`config.mk`:
```
export PLATFORM = sky130hd
export DESIGN_NAME = ysyx_22040237_mcyc_ctrl
export DESIGN_NICKNAME = d
export VERILOG_FILES = /design/src/rtl/ysyx_22040237_ctrl_pkg.sv /design/src/rtl/ysyx_22040237_wait_timer.sv /design/src/rtl/ysyx_22040237_mcyc_ctrl.sv
export SDC_FILE = /design/constraint.sdc
export NUM_CORES = 1
export LEC_CHECK = 0
export CELL_PAD_IN_SITES_DETAIL_PLACEMENT = 0
export CELL_PAD_IN_SITES_GLOBAL_PLACEMENT = 2
export CORE_MARGIN = 10
export CORE_UTILIZATION = 23
export CTS_CLUSTER_SIZE = 28
export DETAILED_ROUTE_END_ITERATION = 6
export PLACE_DENSITY = 0.82
export SYNTH_ARGS = -nofsm -noshare
export SYNTH_HDL_FRONTEND = slang
export SYNTH_SLANG_ARGS = --single-unit
```
`constraint.sdc`:
```
create_clock -name clk -period 1.93 [get_ports clk]
set_input_delay 0.386 -clock clk [delete_from_list [all_inputs] [get_ports clk]]
set_output_delay 0.386 -clock clk [all_outputs]
set_load 0.005 [all_outputs]
```
`src/rtl/ysyx_22040237_ctrl_pkg.sv`:
```
// Purpose : shared state encoding and halt codes for the multi-cycle core sequencer.
// Latency : n/a (types and constants only).
// Backpr. : n/a.
package ysyx_22040237_ctrl_pkg;

    // Sequencer states; the encoding is visible on state_o for debug.
    typedef enum logic [3:0] {
        RESET    = 4'd0,
        IF_REQ   = 4'd1,
        IF_WAIT  = 4'd2,
        ID       = 4'd3,
        EX       = 4'd4,
        MEM_REQ  = 4'd5,
        MEM_WAIT = 4'd6,
        WB       = 4'd7,
        HALT     = 4'd8
    } ctrl_state_e;

    localparam logic [1:0] HALT_NONE    = 2'b00;
    localparam logic [1:0] HALT_EBREAK  = 2'b01;
    localparam logic [1:0] HALT_INVALID = 2'b10;
    localparam logic [1:0] HALT_BUSERR  = 2'b11;

    // States in which the shared wait timer is running.
    function automatic logic is_wait_state(input ctrl_state_e s);
        return (s == IF_WAIT) || (s == MEM_WAIT);
    endfunction

endpackage

```
`src/rtl/ysyx_22040237_wait_timer.sv`:
```
// Purpose : response-wait watchdog shared by the fetch and memory wait states.
// Latency : expire is combinational from the count; count updates one cycle after enable.
// Backpr. : none; the count saturates at WAIT_MAX-1 until cleared.
// Ports   : clk, rst (async, active-high), clear (zero the count), enable (count this cycle),
//           expire (count has reached WAIT_MAX-1).
module ysyx_22040237_wait_timer #(
    parameter int WAIT_MAX = 16,   // must be >= 2
    parameter int WAIT_W   = 5     // 2**WAIT_W must exceed WAIT_MAX
) (
    input  logic clk,
    input  logic rst,
    input  logic clear,
    input  logic enable,
    output logic expire
);

    localparam logic [WAIT_W-1:0] LAST = WAIT_W'(WAIT_MAX - 1);

    logic [WAIT_W-1:0] cnt_q;

    always_ff @(posedge clk or posedge rst) begin
        if (rst) begin
            cnt_q <= '0;
        end else if (clear) begin
            cnt_q <= '0;
        end else if (enable && !expire) begin
            cnt_q <= cnt_q + 1'b1;
        end
    end

    assign expire = (cnt_q == LAST);

endmodule

```
`src/rtl/ysyx_22040237_mcyc_ctrl.sv`:
```
// Purpose : multi-cycle core sequencer: fetch, decode wait, execute, load/store, writeback, halt.
// Latency : ALU/branch 5 cycles with zero-wait memory, load/store 7 cycles minimum.
// Backpr. : request valids held until ready; at most one outstanding request; WAIT_MAX-cycle timeout.
// Ports   : IFU req/rsp handshake, instruction latch enable, decoder class flags, LSU req/rsp
//           handshake, EXU capture, regfile write / PC update strobes, sticky halt + code, debug state.
// Option  : YSYX_22040237_PERF_CNT_EN adds cycle_cnt_o / instret_o performance counters.
module ysyx_22040237_mcyc_ctrl
    import ysyx_22040237_ctrl_pkg::*;
#(
    parameter int WAIT_MAX = 16,
    parameter int WAIT_W   = 5
) (
    input  logic       clk,
    input  logic       rst,
    output logic       ifu_req_valid_o,
    input  logic       ifu_req_ready_i,
    input  logic       ifu_rsp_valid_i,
    input  logic       ifu_rsp_err_i,
    output logic       inst_latch_en_o,
    input  logic       dec_load_i,
    input  logic       dec_store_i,
    input  logic       dec_bjp_i,
    input  logic       dec_rd_wr_en_i,
    input  logic       dec_ebreak_i,
    input  logic       dec_invalid_i,
    output logic       lsu_req_valid_o,
    input  logic       lsu_req_ready_i,
    input  logic       lsu_rsp_valid_i,
    input  logic       lsu_rsp_err_i,
    output logic       ex_en_o,
    output logic       rf_wr_en_o,
    output logic       pc_upd_en_o,
    output logic       pc_sel_bjp_o,
    output logic       halt_o,
    output logic [1:0] halt_code_o,
    output logic [3:0] state_o
`ifdef YSYX_22040237_PERF_CNT_EN
    ,
    output logic [63:0] cycle_cnt_o,
    output logic [63:0] instret_o
`endif
);

    ctrl_state_e state_q, state_d;
    logic [1:0]  halt_code_q, halt_code_d;
    logic        tmr_clear, tmr_expire;

    // The timer restarts on each request acceptance, so IF_WAIT and MEM_WAIT
    // each get a full WAIT_MAX-cycle budget.
    assign tmr_clear = ((state_q == IF_REQ)  && ifu_req_ready_i) ||
                       ((state_q == MEM_REQ) && lsu_req_ready_i);

    ysyx_22040237_wait_timer #(
        .WAIT_MAX (WAIT_MAX),
        .WAIT_W   (WAIT_W)
    ) u_wait_timer (
        .clk    (clk),
        .rst    (rst),
        .clear  (tmr_clear),
        .enable (is_wait_state(state_q)),
        .expire (tmr_expire)
    );

    always_ff @(posedge clk or posedge rst) begin
        if (rst) begin
            state_q     <= RESET;
            halt_code_q <= HALT_NONE;
        end else begin
            state_q     <= state_d;
            halt_code_q <= halt_code_d;
        end
    end

    always_comb begin
        state_d         = state_q;
        halt_code_d     = halt_code_q;
        ifu_req_valid_o = 1'b0;
        inst_latch_en_o = 1'b0;
        lsu_req_valid_o = 1'b0;
        ex_en_o         = 1'b0;
        rf_wr_en_o      = 1'b0;
        pc_upd_en_o     = 1'b0;
        pc_sel_bjp_o    = 1'b0;
        halt_o          = 1'b0;

        case (state_q)
            RESET: state_d = IF_REQ;

            IF_REQ: begin
                ifu_req_valid_o = 1'b1;
                if (ifu_req_ready_i) state_d = IF_WAIT;
            end

            IF_WAIT: begin
                if (ifu_rsp_valid_i) begin
                    if (ifu_rsp_err_i) begin
                        state_d     = HALT;
                        halt_code_d = HALT_BUSERR;
                    end else begin
                        inst_latch_en_o = 1'b1;
                        state_d         = ID;
                    end
                end else if (tmr_expire) begin
                    state_d     = HALT;
                    halt_code_d = HALT_BUSERR;
                end
            end

            // Invalid outranks ebreak so a malformed encoding that also
            // matches ebreak reports as invalid.
            ID: begin
                if (dec_invalid_i) begin
                    state_d     = HALT;
                    halt_code_d = HALT_INVALID;
                end else if (dec_ebreak_i) begin
                    state_d     = HALT;
                    halt_code_d = HALT_EBREAK;
                end else begin
                    state_d = EX;
                end
            end

            EX: begin
                ex_en_o = 1'b1;
                state_d = (dec_load_i || dec_store_i) ? MEM_REQ : WB;
            end

            MEM_REQ: begin
                lsu_req_valid_o = 1'b1;
                if (lsu_req_ready_i) state_d = MEM_WAIT;
            end

            MEM_WAIT: begin
                if (lsu_rsp_valid_i) begin
                    if (lsu_rsp_err_i) begin
                        state_d     = HALT;
                        halt_code_d = HALT_BUSERR;
                    end else begin
                        state_d = WB;
                    end
                end else if (tmr_expire) begin
                    state_d     = HALT;
                    halt_code_d = HALT_BUSERR;
                end
            end

            WB: begin
                // Stores may carry a stray rd-write flag from the decoder; never commit it.
                rf_wr_en_o   = dec_rd_wr_en_i && !dec_store_i;
                pc_upd_en_o  = 1'b1;
                pc_sel_bjp_o = dec_bjp_i;
                state_d      = IF_REQ;
            end

            HALT: halt_o = 1'b1;

            default: state_d = RESET;
        endcase
    end

    assign halt_code_o = halt_code_q;
    assign state_o     = state_q;

`ifdef YSYX_22040237_PERF_CNT_EN
    logic [63:0] cycle_cnt_q, instret_q;
    logic        retire;

    // ebreak counts as retired even though it never reaches WB.
    assign retire = (state_q == WB) ||
                    ((state_q == ID) && !dec_invalid_i && dec_ebreak_i);

    always_ff @(posedge clk or posedge rst) begin
        if (rst) begin
            cycle_cnt_q <= '0;
            instret_q   <= '0;
        end else begin
            if ((state_q != RESET) && (state_q != HALT)) cycle_cnt_q <= cycle_cnt_q + 64'd1;
            if (retire) instret_q <= instret_q + 64'd1;
        end
    end

    assign cycle_cnt_o = cycle_cnt_q;
    assign instret_o   = instret_q;
`endif

endmodule
```
* Word-level counts from Yosys, hierarchy flattened
Cells that the tools add are included.
** Storage, ports and cells
- Flip-flop bits (word level) :: 11
- Bits of input ports :: 14
- Logic and storage cells :: 65
** Operators by class
- $add $sub $neg :: 1
- Equality and inequality tests :: 14
- Mux-type cells :: 31
- Bitwise logic cells :: 1
- Reductions and logical operators :: 15
** Operator list (number)
- 4-bit two-way mux :: 9
- 4-bit case mux with 8 select lines :: 1
- 4-bit by 3-bit == test with 1-bit output, second input constant :: 4
- 2-bit two-way mux :: 8
- 1-bit two-way mux :: 10
- 5-bit two-way mux :: 2
- 3-bit inequality test, second input constant :: 3
- 4-bit by 2-bit == test with 1-bit output, second input constant :: 2
- 2-bit case mux with 3 select lines :: 1
- 5-bit by 1-bit adder with 5-bit output, second input constant :: 1
- 5-bit by 4-bit == test with 1-bit output, second input constant :: 1
- 4-bit by 1-bit == test with 1-bit output, second input constant :: 1
- 4-bit == test, second input constant :: 1
- 1-bit logical AND :: 4
- 4-bit logical NOT :: 1
- 2-bit inequality test, second input constant :: 2
- 4-bit AND reduction :: 1
- 1-bit logical OR :: 3
- 3-bit AND reduction :: 1
- 3-bit nonzero test :: 1
- 1-bit logical NOT :: 2
- 2-bit nonzero test :: 1
- 2-bit OR reduction :: 1
- 1-bit inverter :: 1

* Depth between registers and ports, before layout
Gate-level depths: netlist of run 1.
- Depth after elaboration :: 5
- Depth in mapped cells :: 8
- Gate-level depth less buffers :: 7

* Hierarchy
From an unflattened synthesis of run 1, not the netlist that was laid out.
** Second synthesis, totals
- Cell total of the unflattened synthesis :: 95
- Area total of the unflattened synthesis :: 847.1 µm²
** By module, submodules not included
- ysyx_22040237_mcyc_ctrl :: times used 1, cells each 71, area an instance 583.1 µm², sequential area each 150.1 µm²
- ysyx_22040237_wait_timer :: times used 1, cells each 24, area an instance 264.0 µm², sequential area each 125.1 µm²

* Worst setup path after synthesis of run 1
OpenSTA, ideal clock, no wires.
- Path type :: flip-flop to flip-flop
- Start :: register u_wait_timer.cnt_q[0]
- End :: register u_wait_timer.cnt_q[3]
- Setup time :: 0.134 ns
- Arrival :: 1.782 ns
- Data required time :: 1.796 ns
- Setup slack :: 0.014 ns
- Cell stages (with the launch flop) :: 9
- Period minus slack after synthesis :: 1.916 ns
- Cell sequence :: dfrtp_1 > ha_1 > and3_1 > ha_1 > buf_2 > nor4b_4 > nand4_1 > xor2_1 > nor2_2
** Between the ends
- Longest elaborated chain between the ends :: 4
** RTL lines
- start: declaration :: line ysyx_22040237_wait_timer.sv:19 : logic [WAIT_W-1:0] cnt_q;
- start signal: assignment :: line ysyx_22040237_wait_timer.sv:27 : cnt_q <= cnt_q + 1'b1;
- parallel branches: the longest is 4 deep, another holds 5-bit by 1-bit adder with 5-bit output
Parallel ways; which one is timed is not known. The select of a mux whose other input is x is not followed.
A chain may end at the register's enable or synchronous reset.

* Worst setup path in the final report of run 1
- Start :: register state_q[1] (netlist: state_o[1])
- End :: output pc_upd_en_o
** Between the ends
- Longest elaborated chain between the ends :: 2
** RTL lines
- start: declaration :: line ysyx_22040237_mcyc_ctrl.sv:44 : ctrl_state_e state_q, state_d;
- start signal: assignment :: line ysyx_22040237_mcyc_ctrl.sv:69 : state_q <= state_d;
- 4-bit by 3-bit == test with 1-bit output :: line ysyx_22040237_mcyc_ctrl.sv:86 : case (state_q)
- 1-bit two-way mux :: line ysyx_22040237_mcyc_ctrl.sv:86
- end: declaration :: line ysyx_22040237_mcyc_ctrl.sv:32 : output logic pc_upd_en_o,
Every way passes these cells.

==> results of run 1 <==
## routing by layer
metal / track usage, % / wire length [um] / up-vias
li1: - / - / 434
met1: 8.94 / 1080 / 417
met4: 1.79 / 29 / 0
met3: 3.15 / 150 / 4
met2: 14.1 / 1300 / 24
met5: 0 / 0 / -
## stage by stage
stage,setup WS [ps],total power [W],utilization (%),std cells
finish,75.2,0.00180,40.6,190
floorplan,14.1,0.000989,-,89
global route,-21.9,0.00195,40.6,190
detailed placement,-110,0.00144,35.9,172
global placement,-119,0.00142,35.9,172
CTS,0.954,0.00171,38.6,184
## kinds of logic (layout without fill, tap and decap cells)
| family | after synthesis | count (layout) |
|---|---|---|
| DFF | 11 | 11 |
| muxes | 4 | 4 |
| buffers and inverters | 10 | 65 |
| xor gates and xnor gates | 3 | 3 |
| adders and majority gates | 2 | 2 |
| AOI/OAI and AO/OA | 21 | 21 |
| and+or+nand+nor | 38 | 38 |
## sequential cells by signal, indices dropped and copies added, names as in the netlist
signal              flops
u_wait_timer.cnt_q      5
state_o                 4
halt_code_o             2
## repair_timing
item	CTS	global route
setup buffers	8	6
endpoints found under the hold margin	0	0
setup endpoints to repair	9	9
gates resized for setup	12	8
hold buffers	0	0
pin swaps	3	4
## layout make-up
| class | count | area, um2 | area share, % |
|---|---|---|---|
| multi-input combinational | 68 | 510 | 37.4 |
| timing repair buffer | 56 | 475 | 34.8 |
| clock buffer | 4 | 26.3 | 1.92 |
| sequential | 11 | 278 | 20.3 |
| inverter | 5 | 18.8 | 1.37 |
| tap | 46 | 57.6 | 4.21 |
## path summary, 6_finish.rpt
path	startpoint	to	slack [ps]
max	state_o[1]$_DFFE_PP0P_	pc_upd_en_o	80
min	rst	halt_code_o[1]$_DFFE_PP0P_	410
max reg2reg	u_wait_timer.cnt_q[1]$_DFFE_PP0P_	u_wait_timer.cnt_q[3]$_DFFE_PP0P_	120
min reg2reg	u_wait_timer.cnt_q[3]$_DFFE_PP0P_	u_wait_timer.cnt_q[3]$_DFFE_PP0P_	560
max in group asynchronous	rst	state_o[2]$_DFFE_PP0P_	1200
min in group clk	u_wait_timer.cnt_q[3]$_DFFE_PP0P_	u_wait_timer.cnt_q[3]$_DFFE_PP0P_	560
## cells in the final DEF (no fill, tap or decap), types with 2 or more instances in the layout
| cell type | count |
|---|---|
| buf_4 | 29 |
| clkdlybuf4s50_1 | 20 |
| dfrtp_1 | 9 |
| nor3_1 | 8 |
| nor2_1 | 7 |
| dlygate4sd2_1 | 6 |
| nor2_2 | 4 |
| inv_1 | 4 |
| o21ai_0 | 3 |
| mux2i_1 | 3 |
| a21oi_1 | 3 |
| nor2b_1 | 3 |
| o22ai_1 | 3 |
| clkbuf_4 | 3 |
| xor2_1 | 2 |
| o22a_1 | 2 |
| nand2_1 | 2 |
| dfrtp_2 | 2 |
## worst max-delay path: stages, from the launching register on
cell and delay (ps):
dfrtp_1 390, buf_4 140, nand2_2 60, nor2_2 100, clkdlybuf4s50_1 510
## where the power goes
group	leakage (nW)	switching (W)	total, W	internal [W]
Sequential	0.141	0.0000860	0.000413	0.000327
Combinational	0.461	0.000534	0.00123	0.000694
Clock	0.0150	0.0000797	0.000160	0.0000800
==> results_dict.tcl, run 1 <==
set metrics [dict create \
    fp-row-count 21 \
    hold_violations 0 \
    max_slew.worst_pin.slew_ps 432 \
    grt_pass1_wl_mm 4.20 \
    fp.dieW_um 79.0 \
    status "finished, final reports clean" \
    grt_pass1_vias 908 \
    startpoint_type "register" \
    critical_path_required_ps 1540 \
    period_needed_ps 1850 \
    synthXorXnorAreaFrac_pct 3.28 \
    dieArea_um2 6240 \
    synth_fa_ha_area_share_pct 3.13 \
    ys_types 42 \
    yosysSeqAreaShare_pct 34.4 \
    vias_per_cell 4.63 \
    place.gp.congestion 0.770 \
    async_reset_ff_share_pct 100 \
    cp-end-kind "output pin" \
    cts_max_path_buffers 2 \
    irDropWorstVdd_mv 0.506 \
    reg2regPathDepth 8 \
    clock_latency_ps 270 \
    syn_area_per_cell_um2 9.00 \
    port_buffers 27 \
    wirelength_mm 2.56 \
    drt_iter0_drc 41 \
    drv_cap 0 \
    netlist_area_um2 801 \
    final_area_um2 1370 \
    diodes 0 \
    dr.pass1.iters 4 \
    grt.overflow.total 0 \
    ys_warn_count 0 \
    synth_edf_count 0 \
    synthMuxAreaShare_pct 5.00 \
    clock_skew_ps 2.82 \
    numCtsBuffers 3 \
    critical_path.max_fanout 3 \
    synth_cells 89 \
    whs_ps 406 \
    synth_top_area_share_pct 34.4 \
    crit_arrival_ps 1470 \
    synth-simple-area-share_pct 28.7 \
    fin_crit_sh_pct 96.1 \
    cts-htree-levels 1 \
    core_area_um2 3360 \
    setup_viol 0 \
    syn-num-nets 105 \
    fmax_mhz 539 \
    finalSetupTns_ps 0 \
    clk_pin_slew_ps 70 \
    fin_nets 161 \
    synthTopCellsByCount "dfrtp_1 (11), nor2_1 (10), nor3_1 (8), inv_1 (4), mux2i_1 (4)" \
    gr-usage-all-layers_pct 8.05 \
    drv_slew 0 \
    yosys.area.top_type "dfrtp_1" \
    drive_gt1_share_pct 35.4 \
    p_per_area_nw_per_um2 1320 \
    vias 879 \
    clock-sinks 11 \
    routedWlPerCell_um 13.5 \
    critPathKind "register to output pin" \
    die_h_um 79.0 \
    io_pins 28 \
    power.leakage_nw 0.617 \
    cts_tree "yes" \
    yosys-top-cells-area "dfrtp_1 (34%), mux2i_1 (5.0%), nor3_1 (5.0%), nor2_1 (4.7%), ha_1 (3.1%)" \
    synth_top_family_by_area "simple AND/OR/NAND/NOR gates" \
    drc_errors 0 \
    cts_root_buf "clkbuf_4" \
    antenna_found_initial 0 \
    dpl_cell_area_um2 1210 \
    hpwl_mm 1.86 \
    synth_compound_area_share_pct 18.9 \
    grt_max_degree 13 \
    yosysMostFrequentCell "dfrtp_1" \
    ys.flop_type "dfrtp_1" \
    initial_utilization_pct 23.8 \
    syn2layout_area_growth_pct 70.6 \
    ys_seq_elements 11 \
    slew_headroom_pct 71.2 \
    min_path_type "input pin to async pin" \
    ant_nets 0 \
    fillCellCount 367 \
]
(Power assumes the default switching activity.)
==> run 2: changes to the inputs <==
- CTS_CLUSTER_DIAMETER: default -> 30
==> results of run 2 <==
The final DEF is identical to that of run 1; final timing and power are the same.
==> run 3: changes to the inputs <==
- SLEW_MARGIN: default -> 20
==> results of run 3 <==
The final DEF is identical to that of run 1; final timing and power are the same.
